[config.mk]
export PLATFORM = sky130hd
export DESIGN_NAME = smvm_result_collector
export DESIGN_NICKNAME = d
export VERILOG_FILES = /design/src/rtl/smvm_pkg.sv /design/src/rtl/smvm_result_fifo.sv /design/src/rtl/smvm_result_collector.sv
export SDC_FILE = /design/constraint.sdc
export NUM_CORES = 1
export LEC_CHECK = 0
export ABC_AREA = 1
export BUFFER_PORTS_ARGS = -buffer_cell sky130_fd_sc_hd__buf_2
export CORE_UTILIZATION = 60
export CTS_BUF_LIST = sky130_fd_sc_hd__clkbuf_16
export DETAILED_ROUTE_END_ITERATION = 16
export PLACE_DENSITY = 0.8
export SETUP_SLACK_MARGIN = 0.05
export SLEW_MARGIN = 20
export SYNTH_ARGS = -nofsm -noshare
export SYNTH_HDL_FRONTEND = slang
export SYNTH_SLANG_ARGS = --single-unit
export TNS_END_PERCENT = 100
[constraint.sdc]
create_clock -name clk -period 6.4 [get_ports clk]
set_input_delay 0.32 -clock clk [delete_from_list [all_inputs] [get_ports clk]]
set_output_delay 0.32 -clock clk [all_outputs]
set_load 0.02 [all_outputs]
[src/rtl/smvm_pkg.sv]
// Shared definitions for the SMVM core and its result collector:
// half-word/result widths, collector state encoding and the result record.
package smvm_pkg;

    localparam int HALF_W = 14;
    localparam int RES_W  = 2 * HALF_W;
    localparam int ROW_W  = 8;

    typedef enum logic [1:0] {
        IDLE    = 2'd0,
        COLLECT = 2'd1,
        DRAIN   = 2'd2
    } state_t;

    typedef struct packed {
        logic [ROW_W-1:0] row;
        logic [RES_W-1:0] data;
    } result_t;

endpackage

[src/rtl/smvm_result_fifo.sv]
// Synchronous FIFO with wrap-bit pointers; a push into a full FIFO is taken
// only when a pop frees a slot in the same cycle.
module smvm_result_fifo #(
    parameter int WIDTH = 36,
    parameter int DEPTH = 8
) (
    input  logic             clk,
    input  logic             rst_n,
    input  logic             push,
    input  logic             pop,
    input  logic [WIDTH-1:0] wdata,
    output logic [WIDTH-1:0] rdata,
    output logic             full,
    output logic             empty
);

    localparam int AW = $clog2(DEPTH);

    logic [AW:0]      wr_ptr;
    logic [AW:0]      rd_ptr;
    logic [WIDTH-1:0] mem [DEPTH];
    logic             do_push;
    logic             do_pop;

    assign empty   = (wr_ptr == rd_ptr);
    assign full    = (wr_ptr[AW] != rd_ptr[AW]) && (wr_ptr[AW-1:0] == rd_ptr[AW-1:0]);
    assign do_pop  = pop && !empty;
    assign do_push = push && (!full || do_pop);
    assign rdata   = mem[rd_ptr[AW-1:0]];

    // Storage is cleared on reset so the head reads zero while empty.
    always_ff @(posedge clk) begin
        if (!rst_n) begin
            wr_ptr <= '0;
            rd_ptr <= '0;
            for (int i = 0; i < DEPTH; i++) begin
                mem[i] <= '0;
            end
        end else begin
            if (do_push) begin
                mem[wr_ptr[AW-1:0]] <= wdata;
                wr_ptr              <= wr_ptr + (AW+1)'(1);
            end
            if (do_pop) begin
                rd_ptr <= rd_ptr + (AW+1)'(1);
            end
        end
    end

endmodule

[src/rtl/smvm_result_collector.sv]
// Reassembles the core's high/low half-word stream into row-tagged signed
// results, buffers them and hands them to the host over valid/ready.
module smvm_result_collector #(
    parameter int HALF_W = smvm_pkg::HALF_W,
    parameter int RES_W  = smvm_pkg::RES_W,
    parameter int ROW_W  = smvm_pkg::ROW_W,
    parameter int DEPTH  = 8
) (
    input  logic                    clk,
    input  logic                    rst_n,
    input  logic                    start,
    input  logic [ROW_W-1:0]        rows_in,
    input  logic                    in_valid,
    input  logic [HALF_W-1:0]       data_in,
    output logic                    res_valid,
    output logic signed [RES_W-1:0] res_data,
    output logic [ROW_W-1:0]        res_row,
    input  logic                    res_ready,
    output logic                    busy,
    output logic                    done,
    output logic                    overflow
);

    import smvm_pkg::*;

    state_t              state;
    state_t              state_nxt;
    logic                done_nxt;
    logic [ROW_W-1:0]    rows_exp;
    logic [ROW_W-1:0]    row_cnt;
    logic                half_sel;
    logic [HALF_W-1:0]   hi_half;
    logic                push;
    logic                pop;
    logic                last_row;
    logic                arm;
    logic                fifo_full;
    logic                fifo_empty;
    logic [ROW_W+RES_W-1:0] fifo_wdata;
    logic [ROW_W+RES_W-1:0] fifo_rdata;

    assign push       = (state == COLLECT) && half_sel && in_valid;
    assign pop        = res_valid && res_ready;
    assign last_row   = (row_cnt == rows_exp - ROW_W'(1));
    assign arm        = (state == IDLE) && start;
    assign fifo_wdata = {row_cnt, hi_half, data_in};

    assign res_valid  = !fifo_empty;
    assign res_data   = fifo_rdata[RES_W-1:0];
    assign res_row    = fifo_rdata[ROW_W+RES_W-1 -: ROW_W];
    assign busy       = (state == COLLECT) || (state == DRAIN);

    smvm_result_fifo #(
        .WIDTH (ROW_W + RES_W),
        .DEPTH (DEPTH)
    ) u_fifo (
        .clk   (clk),
        .rst_n (rst_n),
        .push  (push),
        .pop   (pop),
        .wdata (fifo_wdata),
        .rdata (fifo_rdata),
        .full  (fifo_full),
        .empty (fifo_empty)
    );

    always_comb begin
        state_nxt = state;
        done_nxt  = 1'b0;
        case (state)
            IDLE: begin
                if (start) begin
                    if (rows_in != '0) begin
                        state_nxt = COLLECT;
                    end else begin
                        done_nxt = 1'b1;
                    end
                end
            end
            COLLECT: begin
                if (push && last_row) begin
                    state_nxt = DRAIN;
                end
            end
            DRAIN: begin
                if (fifo_empty) begin
                    state_nxt = IDLE;
                    done_nxt  = 1'b1;
                end
            end
            default: state_nxt = IDLE;
        endcase
    end

    // A dropped push still advances row_cnt so later row tags stay aligned.
    always_ff @(posedge clk) begin
        if (!rst_n) begin
            state    <= IDLE;
            done     <= 1'b0;
            rows_exp <= '0;
            row_cnt  <= '0;
            half_sel <= 1'b0;
            hi_half  <= '0;
            overflow <= 1'b0;
        end else begin
            state <= state_nxt;
            done  <= done_nxt;
            if (arm) begin
                overflow <= 1'b0;
                if (rows_in != '0) begin
                    rows_exp <= rows_in;
                    row_cnt  <= '0;
                    half_sel <= 1'b0;
                end
            end
            if ((state == COLLECT) && in_valid) begin
                half_sel <= ~half_sel;
                if (!half_sel) begin
                    hi_half <= data_in;
                end else begin
                    row_cnt <= row_cnt + ROW_W'(1);
                end
            end
            if (push && fifo_full && !pop) begin
                overflow <= 1'b1;
            end
        end
    end

endmodule

# After elaboration in Yosys (flattened, before gate mapping)

Memories as Yosys holds them, arrays and structs flattened. A register that Yosys moved wholly into a read port is not among the register bits.
Cells that the tools add are included.
Widths: inputs -> output; s select.

Reductions and logical operators: 26
Eq/ne operators: 10
Bitwise logic cells: 1
$add $sub $neg: 4
Mux-type cells: 27

Operators by type and width:

| kind                | number |
|---|---|
| $mux 36             | 1 |
| $reduce_or 36->1    | 1 |
| $mux 8              | 4 |
| $mux 1              | 13 |
| $logic_and 1x1->1   | 11 |
| $mux 3              | 3 |
| $add 4x1->4 const B | 2 |
| $add 8x1->8 const B | 1 |
| $eq 8x8->1          | 1 |
| $mux 2              | 4 |
| $reduce_bool 8->1   | 1 |
| $sub 8x1->8 const B | 1 |
| $ne 2x1->1 const B  | 3 |
| $pmux 2 s3          | 1 |
| $reduce_and 2->1    | 3 |
| $reduce_bool 2->1   | 3 |
| $eq 4x4->1          | 1 |
| $reduce_and 4->1    | 1 |
| $eq 3x3->1          | 1 |
| $logic_not 1->1     | 3 |
| $eq 2x1->1 const B  | 1 |
| $eq 2x2->1 const B  | 1 |
| $logic_not 2->1     | 1 |
| $logic_or 1x1->1    | 2 |
| other kinds (4)     | 4 |

Bits in registers: 43
Memories kept: 1
Word-level logic and storage cells: 78
Bits in writable memories: 288

Memory list:

| name       | depth | bits a word | read ports | clocked after memory_dff | write ports | RTL line               | text |
|---|---|---|---|---|---|---|---|
| u_fifo.mem | 8     | 36          | 1          | 1                        | 8           | smvm_result_fifo.sv:21 | `logic [WIDTH-1:0] mem [DEPTH];` |

# Logic depth before layout (Yosys ltp)

Gate-level depths: netlist of run 1.

Depth in word-level cells: 11
Depth in mapped cells: 15
Mapped depth without buffers: 15

# Cells and area by module

A second synthesis of run 1 with hierarchy kept.

Cells, all modules: 1549
Area, all modules: 14990.6 um2

By module, submodules not included:

| module                | cells each | instances | area an instance (um2) | seq. area each (um2) |
|---|---|---|---|---|
| smvm_result_fifo      | 1298       | 1         | 13233.9                | 8868.5 |
| smvm_result_collector | 251        | 1         | 1756.7                 | 700.7 |

# Worst setup path after synthesis of run 1

No wires, ideal clock.

Kind: reg2reg
Start: reg u_fifo.wr_ptr[0]
End: mem u_fifo.mem[6][0] (enable)
Clock period less this slack: 2763 ps
Slack: 3637 ps
Stages on the path, launching flop included: 10
Library setup time: 394 ps
Path buffers: 2
Arrival time: 2369 ps
Cell sequence: dfxtp_1 buf_2 xor2_1 nor3_1 nand3_2 nand2_4 nor2_8 nand4_4 buf_6 nand2_1

RTL lines:

| element                | RTL line               | text |
|---|---|---|
| from (decl)            | smvm_result_fifo.sv:19 | `logic [AW:0] wr_ptr;` |
| from (signal assigned) | smvm_result_fifo.sv:42 | `wr_ptr <= wr_ptr + (AW+1)'(1);` |
| to (decl)              | smvm_result_fifo.sv:21 |  |

==> results of run 1 <==
-- synth_stat cells, drive strengths merged (2+ instances only) --
| library cell | number | area, um^2 |
|---|---|---|
| o21ai | 173 | 865.8 |
| nand3 | 23 | 195.2 |
| a211oi | 2 | 15.01 |
| nand4 | 4 | 40.04 |
| edfxtp | 288 | 8648 |
| inv | 43 | 161.4 |
| a21oi | 32 | 160.2 |
| clkinv | 25 | 93.84 |
| nor3 | 7 | 35.03 |
| a31oi | 36 | 225.2 |
| dfxtp | 46 | 920.9 |
| o22ai | 36 | 225.2 |
| nor2 | 585 | 2285 |
| buf | 37 | 198.9 |
| nand2 | 65 | 254.0 |
| xor2 | 10 | 87.58 |
| clkbuf | 51 | 191.4 |
| ha | 8 | 100.1 |
-- through the flow --
stage / hold slack (ns) / std cells
after floorplan: 0.4504 / 1476
after global placement: 0.4727 / 1780
after detailed placement: 0.4632 / 1780
after CTS: 0.04086 / 1841
after global routing: 0.06436 / 1841
final: 0.05767 / 1841
-- tightest hold or removal path: stages --
cell and delay (ns):
buf_2 0.09, nor2_1 0.04, nor2_1 0.08
-- worst max-delay path by stage --
stage / startpoint / to / slack [ns] / depth (start not counted)
after floorplan: u_fifo.wr_ptr[0] / u_fifo.mem[6][0] / 3.64 / 9
after global placement: rst_n / u_fifo.mem[6][17] / 2.69 / 5
after detailed placement: rst_n / u_fifo.mem[6][23] / 2.60 / 5
after CTS: state[1] / u_fifo.mem[6][29] / 2.59 / 8
after global routing: flip-flop / res_data[4] / 2.26 / 7
final: flip-flop / res_data[13] / 2.57 / 7
-- kinds of logic (layout without fill, tap and decap cells) --
kind of cell               count (synthesis)  count (layout)  synth area share
and+or+nand+nor                          686             686            0.1914
adders and majority gates                  8               8          0.006791
buffers and inverters                    156             202           0.04380
AOI/OAI and AO/OA                        281             281            0.1023
xor gates and xnor gates                  11              11          0.006536
DFF                                      334             334            0.6492
-- per-layer routing --
layer  global-route usage  vias up  routed length [um]
met5                    0        -                   0
met4               0.1099        0                1166
met3              0.03683       89                2395
met2               0.4681      470               16860
met1               0.3249     5021               12880
li1                     -     5065                   -
-- flip-flops by register name, indices dropped and copies added, names as in the netlist, named ones only --
name,cells
u_fifo.mem,288
row_cnt,8
u_fifo.rd_ptr,4
half_sel,1
overflow,1
rows_exp,8
hi_half,14
state,2
done,1
u_fifo.wr_ptr,4
-- area by class of cell --
cell class	count	area share
multi-input cells	986	0.2807
well taps	319	0.02462
flip-flops and latches	334	0.5906
clock buffers	35	0.05402
clock inverters	26	0.01065
inverters	68	0.01582
repair buffers	73	0.02362
-- power by group through the flow --
stage | combinational [W] | clock (W) | sequential [W]
2_1_floorplan | 0.000552 | 0 | 0.00251
3_3_place_gp | 0.000743 | 0 | 0.00253
3_5_place_dp | 0.000758 | 0 | 0.00254
4_1_cts | 0.000768 | 0.00188 | 0.00249
5_1_grt | 0.000850 | 0.00196 | 0.00250
6_report | 0.000768 | 0.00188 | 0.00249
==> out/qor.csv, run 1 <==
metric,value,unit
grt_pass1_wl,53.03,mm
area_delta_synth_final,9.982,%
dieHeight,158.7,um
synth_top_flop_cell,edfxtp_1,
firstDrtPassIters,5,
maxCapViolCount,0,
antenna_found_initial,0,
via_per_inst,5.782,
cts_tree,built,
critical_path.startpoint_type,flip-flop,
synth-edff-count,288,
status,"complete, no violations",
worstHoldPathCells,3,
grtUsageTotal,0.2646,
worst-slew-pin-transition,1.132,ns
drive_gt1_frac,0.1124,
crit_arrival,3.51,ns
comb_power_share,0.149,
overflow,0,
register_area,9574,um^2
final_cell_mix,"nor2_1, edfxtp_1, o21ai_0",
finalMaxSlewViolations,0,
worst_slack,2.565,ns
crit_fanout,81,
synth-seq-cells,334,
reg2reg_from,state[1],
r2r_slack,2.58,ns
dp_hpwl,18.66,mm
hold_viol,0,
ctsResizeCount,0,
drc,0,
setup_viol,0,
tns,0,ns
path_cells,"clkinv_2, buf_4, o21ai_0, o22ai_1, nor2_1, a31oi_1, buf_2",
place_area,15160,um^2
multi_input_area,4551,um^2
fin_crit_sh,0.5992,
grt_pass1_vias,10540,
netlist_area,14740,um^2
num_rows,56,
avgSynthCellArea,9.987,um^2
clock-root-buffer,clkbuf_16,
diodes,0,
wire_per_inst,18.09,um
num_io_pins,67,
ys_types,33,
cpPeakStageDelay,0.79,ns
syn-instance-count,1476,
core,23750,um^2
cts_setup_buffers,0,
min_path_type,primary input to flip-flop,
fin_skew,0.01259,ns
num_vias,10650,
routabilityCongestion,0.8255,
wl,33.30,mm
ant_nets,0,
clock_latency,0.51,ns
p_switching,0.001403,W
crit_buf_inv,3,
p_clk_frac,0.366,
yosysSeqAreaShare,0.6492,
worstHoldStart,rows_in[7],
power_frac_seq,0.485,
synthesis.nets,1511,
fin_crit,3.835,ns
relSlewSlack,0.2429,
dp_slack,2.601,ns
max_freq,260.8,MHz
rsz0062_at_grt,no,
p_int,0.003739,W
async_flop_share,0,
htreeDepth,2,
grt_max_degree,102,
switching_share,0.2728,
cts.sinks,334,
clockBufferDepth,3,
critPathKind,flip-flop to output port,
yosys_warnings,0,
p_leak,5.972,nW
path_clk_slew,0.06,ns
dieArea,25200,um^2
io_buffers,66,
hold_path_end,rows_exp[7],
final_common_cell,nor2_1,
cts_inserted_buffers,34,
power.total,0.005142,W
drtIter0Drc,1052,
r2r-end,u_fifo.mem[6][15],
start_util,0.6206,
fp.dieW,158.7,um
path_delay_family,buffers and inverters,
required,6.08,ns
critPathSlowestCell,clkinv_2,
final_util,0.6825,
peakVddDrop,0.0001771,V
setup.worst_path.end_class,output port,
cts.hold.buffers_added,0,
reg2reg_depth,8,
fillCellCount,1691,
final_area,16210,um^2
p_per_area,317.2,nW/um^2
fin_nets,1532,
No activity file was read; power rests on OpenSTA's default activity.
==> run 2, diff against run 1 <==
ABC_AREA = 0   (was 1)
clock period = 4 ns   (was 6.4 ns; I/O delays follow)
==> run 2 against run 1 <==
The run now ends with DRC left. Combinational power is 39% lower. First-iteration DRC count shrank 13%. Final cell count decreased by 22%. Count of clock-buffer cells in the layout unchanged. Die area up 3.9%. Highest routed layer unchanged. Clock power increased by 53%. Utilization down 0.95 points. Largest cell class unchanged. Final area grew 4.2%.
==> out/qor.csv, run 2 <==
metric,value,unit,change
cts.hold.buffers_added,7,,+7
critical_path.startpoint_type,flip-flop,,
place_area,15820,um^2,+4.4%
clock_latency,0.51,ns,about the same
clockBufferDepth,3,,unchanged
ys_types,49,,+48%
firstDrtPassIters,11,,+6
p_per_area,434.7,nW/um^2,+37%
io_buffers,66,,unchanged
crit_arrival,3.07,ns,-0.44 ns
fin_crit,2.884,ns,
dp_slack,1.147,ns,-1.454 ns
grt_pass1_wl,50.44,mm,-4.9%
start_util,0.6101,,-0.01045
fin_crit_sh,0.7209,,
antenna_found_initial,0,,unchanged
yosys.area.top_type_share,0.5645,,-0.02219
ctsResizeCount,0,,unchanged
maxCapViolCount,0,,unchanged
peakVddDrop,0.0003014,V,+70%
synth-seq-cells,334,,unchanged
dieArea,26180,um^2,+3.9%
core,25110,um^2,+5.7%
min_path_type,primary input to flip-flop,,
worst-slew-pin-transition,1.119,ns,-0.01262 ns
cts_inserted_buffers,34,,unchanged
tns,0,ns,unchanged
setup_viol,0,,unchanged
cts_tree,built,,
fp.dieW,161.8,um,+1.9%
path_clk_slew,0.06,ns,about the same
via_per_inst,5.914,,+2.3%
p_int,0.005728,W,+53%
synth_top_area_cell,edfxtp_1,,
avgSynthCellArea,14.95,um^2,+50%
final_common_cell,edfxtp_1,,
synth-edff-count,288,,unchanged
grt_pass1_vias,8748,,-17%
violations,DRC,,
async_flop_share,0,,unchanged
grtUsageTotal,0.2597,,-0.004881
routabilityCongestion,0.7959,,-3.6%
setup.worst_path.end_class,flip-flop,,
relSlewSlack,0.2540,,+0.01109
drive_gt1_frac,0.2582,,+0.1458
synth.top_cells.by_count,"edfxtp_1, and2_1, mux4_2",,
ys_top_cells_by_area,"edfxtp_1, and2_1, mux4_2",,
final_area,16900,um^2,+4.2%
fin_skew,0.02059,ns,+0.008002 ns
reg.largest.list,"u_fifo.mem (288), hi_half (14)",,
yosys_warnings,0,,unchanged
ant_nets,0,,unchanged
status,"finished, violations left",,
synth_top_flop_cell,edfxtp_1,,
dp_hpwl,19.02,mm,+1.9%
switching_share,0.2203,,-0.05252
area_delta_synth_final,10.31,%,
required,4.19,ns,-1.89 ns
num_rows,58,,+3.6%
max_freq,346.8,MHz,
diodes,0,,unchanged
synthesis.nets,1060,,-30%
power_frac_seq,0.543,,+0.058
wl,32.65,mm,-2.0%
rsz0062_at_grt,no,,
p_leak,6.208,nW,+3.9%
htreeDepth,2,,unchanged
yosysSeqAreaShare,0.6246,,-0.02455
drtIter0Drc,919,,-13%
grt_max_degree,73,,-28%
synth_most_common_cell,edfxtp_1,,
overflow,0,,unchanged
hold_viol,0,,unchanged
clock-root-buffer,clkbuf_16,,
fin_nets,1114,,-27%
cts.sinks,334,,unchanged
worst_slack,1.116,ns,-1.449 ns
p_switching,0.001618,W,+15%
largest_reg_flops,288,,unchanged
finalMaxSlewViolations,0,,unchanged
final_cell_mix,"edfxtp_1, and2_1, mux4_2",,
num_vias,8481,,-20%
drc,1,,+1
comb_power_share,0.064,,-0.085
wire_per_inst,22.77,um,+26%
top_register,u_fifo.mem,,
critPathKind,flip-flop to flip-flop,,
dieHeight,161.8,um,+1.9%
syn-instance-count,1025,,-31%
num_io_pins,67,,unchanged
netlist_area,15320,um^2,+3.9%
p_clk_frac,0.392,,+0.026
cts_setup_buffers,0,,unchanged
crit_fanout,24,,-70%
[run 2: changes by cell type after synthesis, sizes merged, moves of 37 or more]
| cell | before | now |
|---|---|---|
| nor2 | 585 | 14 |
| mux4 | 0 | 72 |
| inv | 43 | 6 |
| o21ai | 173 | 2 |
| and2 | 0 | 295 |
[run 2: per-layer routing]
layer	GRT usage	wire (um)
met1	0.3559	13520
met2	0.4220	16040
met3	0.05439	2465
met4	0.07762	634
met5	0	0
[run 2: path summary, 6_finish.rpt]
check	from	to	slack (ns)	cells after the start
worst min-delay path	rows_in[1]	rows_exp[1]	0.03	3
worst max register to register	state[1]	u_fifo.mem[2][34]	1.12	7
worst max-delay path	state[1]	u_fifo.mem[2][34]	1.12	7
worst min register to register	rows_exp[7]	rows_exp[7]	0.48	2
[run 2: area by class of cell]
cell class / count / area, um^2
clock buffers: 35 / 875.8
clock inverters: 26 / 132.6
fillers: 1709 / 8210
inverters: 6 / 22.52
multi-input cells: 609 / 5304
flip-flops and latches: 334 / 9580
well taps: 330 / 412.9
repair buffers: 94 / 570.5
[run 2: cells by family after synthesis]
| group | count (synthesis) | share of synthesized area |
|---|---|---|
| flops | 334 | 0.6246 |
| simple gates | 422 | 0.1674 |
| compound gates | 45 | 0.02271 |
| mux | 109 | 0.1330 |
| fa+ha+maj | 8 | 0.006534 |
| buf+inv | 82 | 0.03046 |
| xor+xnor | 25 | 0.01527 |
[run 2: power by group through the flow]
stage / registers, W / clock network [W] / logic, W
2_1_floorplan: 0.00402 / 0 / 0.000318
3_3_place_gp: 0.00405 / 0 / 0.000450
3_5_place_dp: 0.00406 / 0 / 0.000463
4_1_cts: 0.00399 / 0.00292 / 0.000473
5_1_grt: 0.00401 / 0.00305 / 0.000510
6_report: 0.00399 / 0.00288 / 0.000472
[run 2: per-stage QoR]
stage / hold WS [ns] / std cells / util / power (W)
floorplan: 0.3449 / 1025 / - / 0.004341
global placement: 0.4574 / 1366 / 0.6300 / 0.004505
detailed placement: 0.4738 / 1366 / 0.6300 / 0.004528
CTS: 0.01085 / 1434 / 0.6729 / 0.007382
global route: 0.02441 / 1434 / 0.6730 / 0.007568
finish: 0.02655 / 1434 / 0.6730 / 0.007346
[run 2: critical path, cell delays in order, from the launching register on]
cell and delay (ns):
dfxtp_1 0.32, inv_1 0.10, ha_1 0.21, and3_1 0.37
o41a_4 0.27, and4b_1 0.22, nand2b_2 0.67, buf_4 0.40
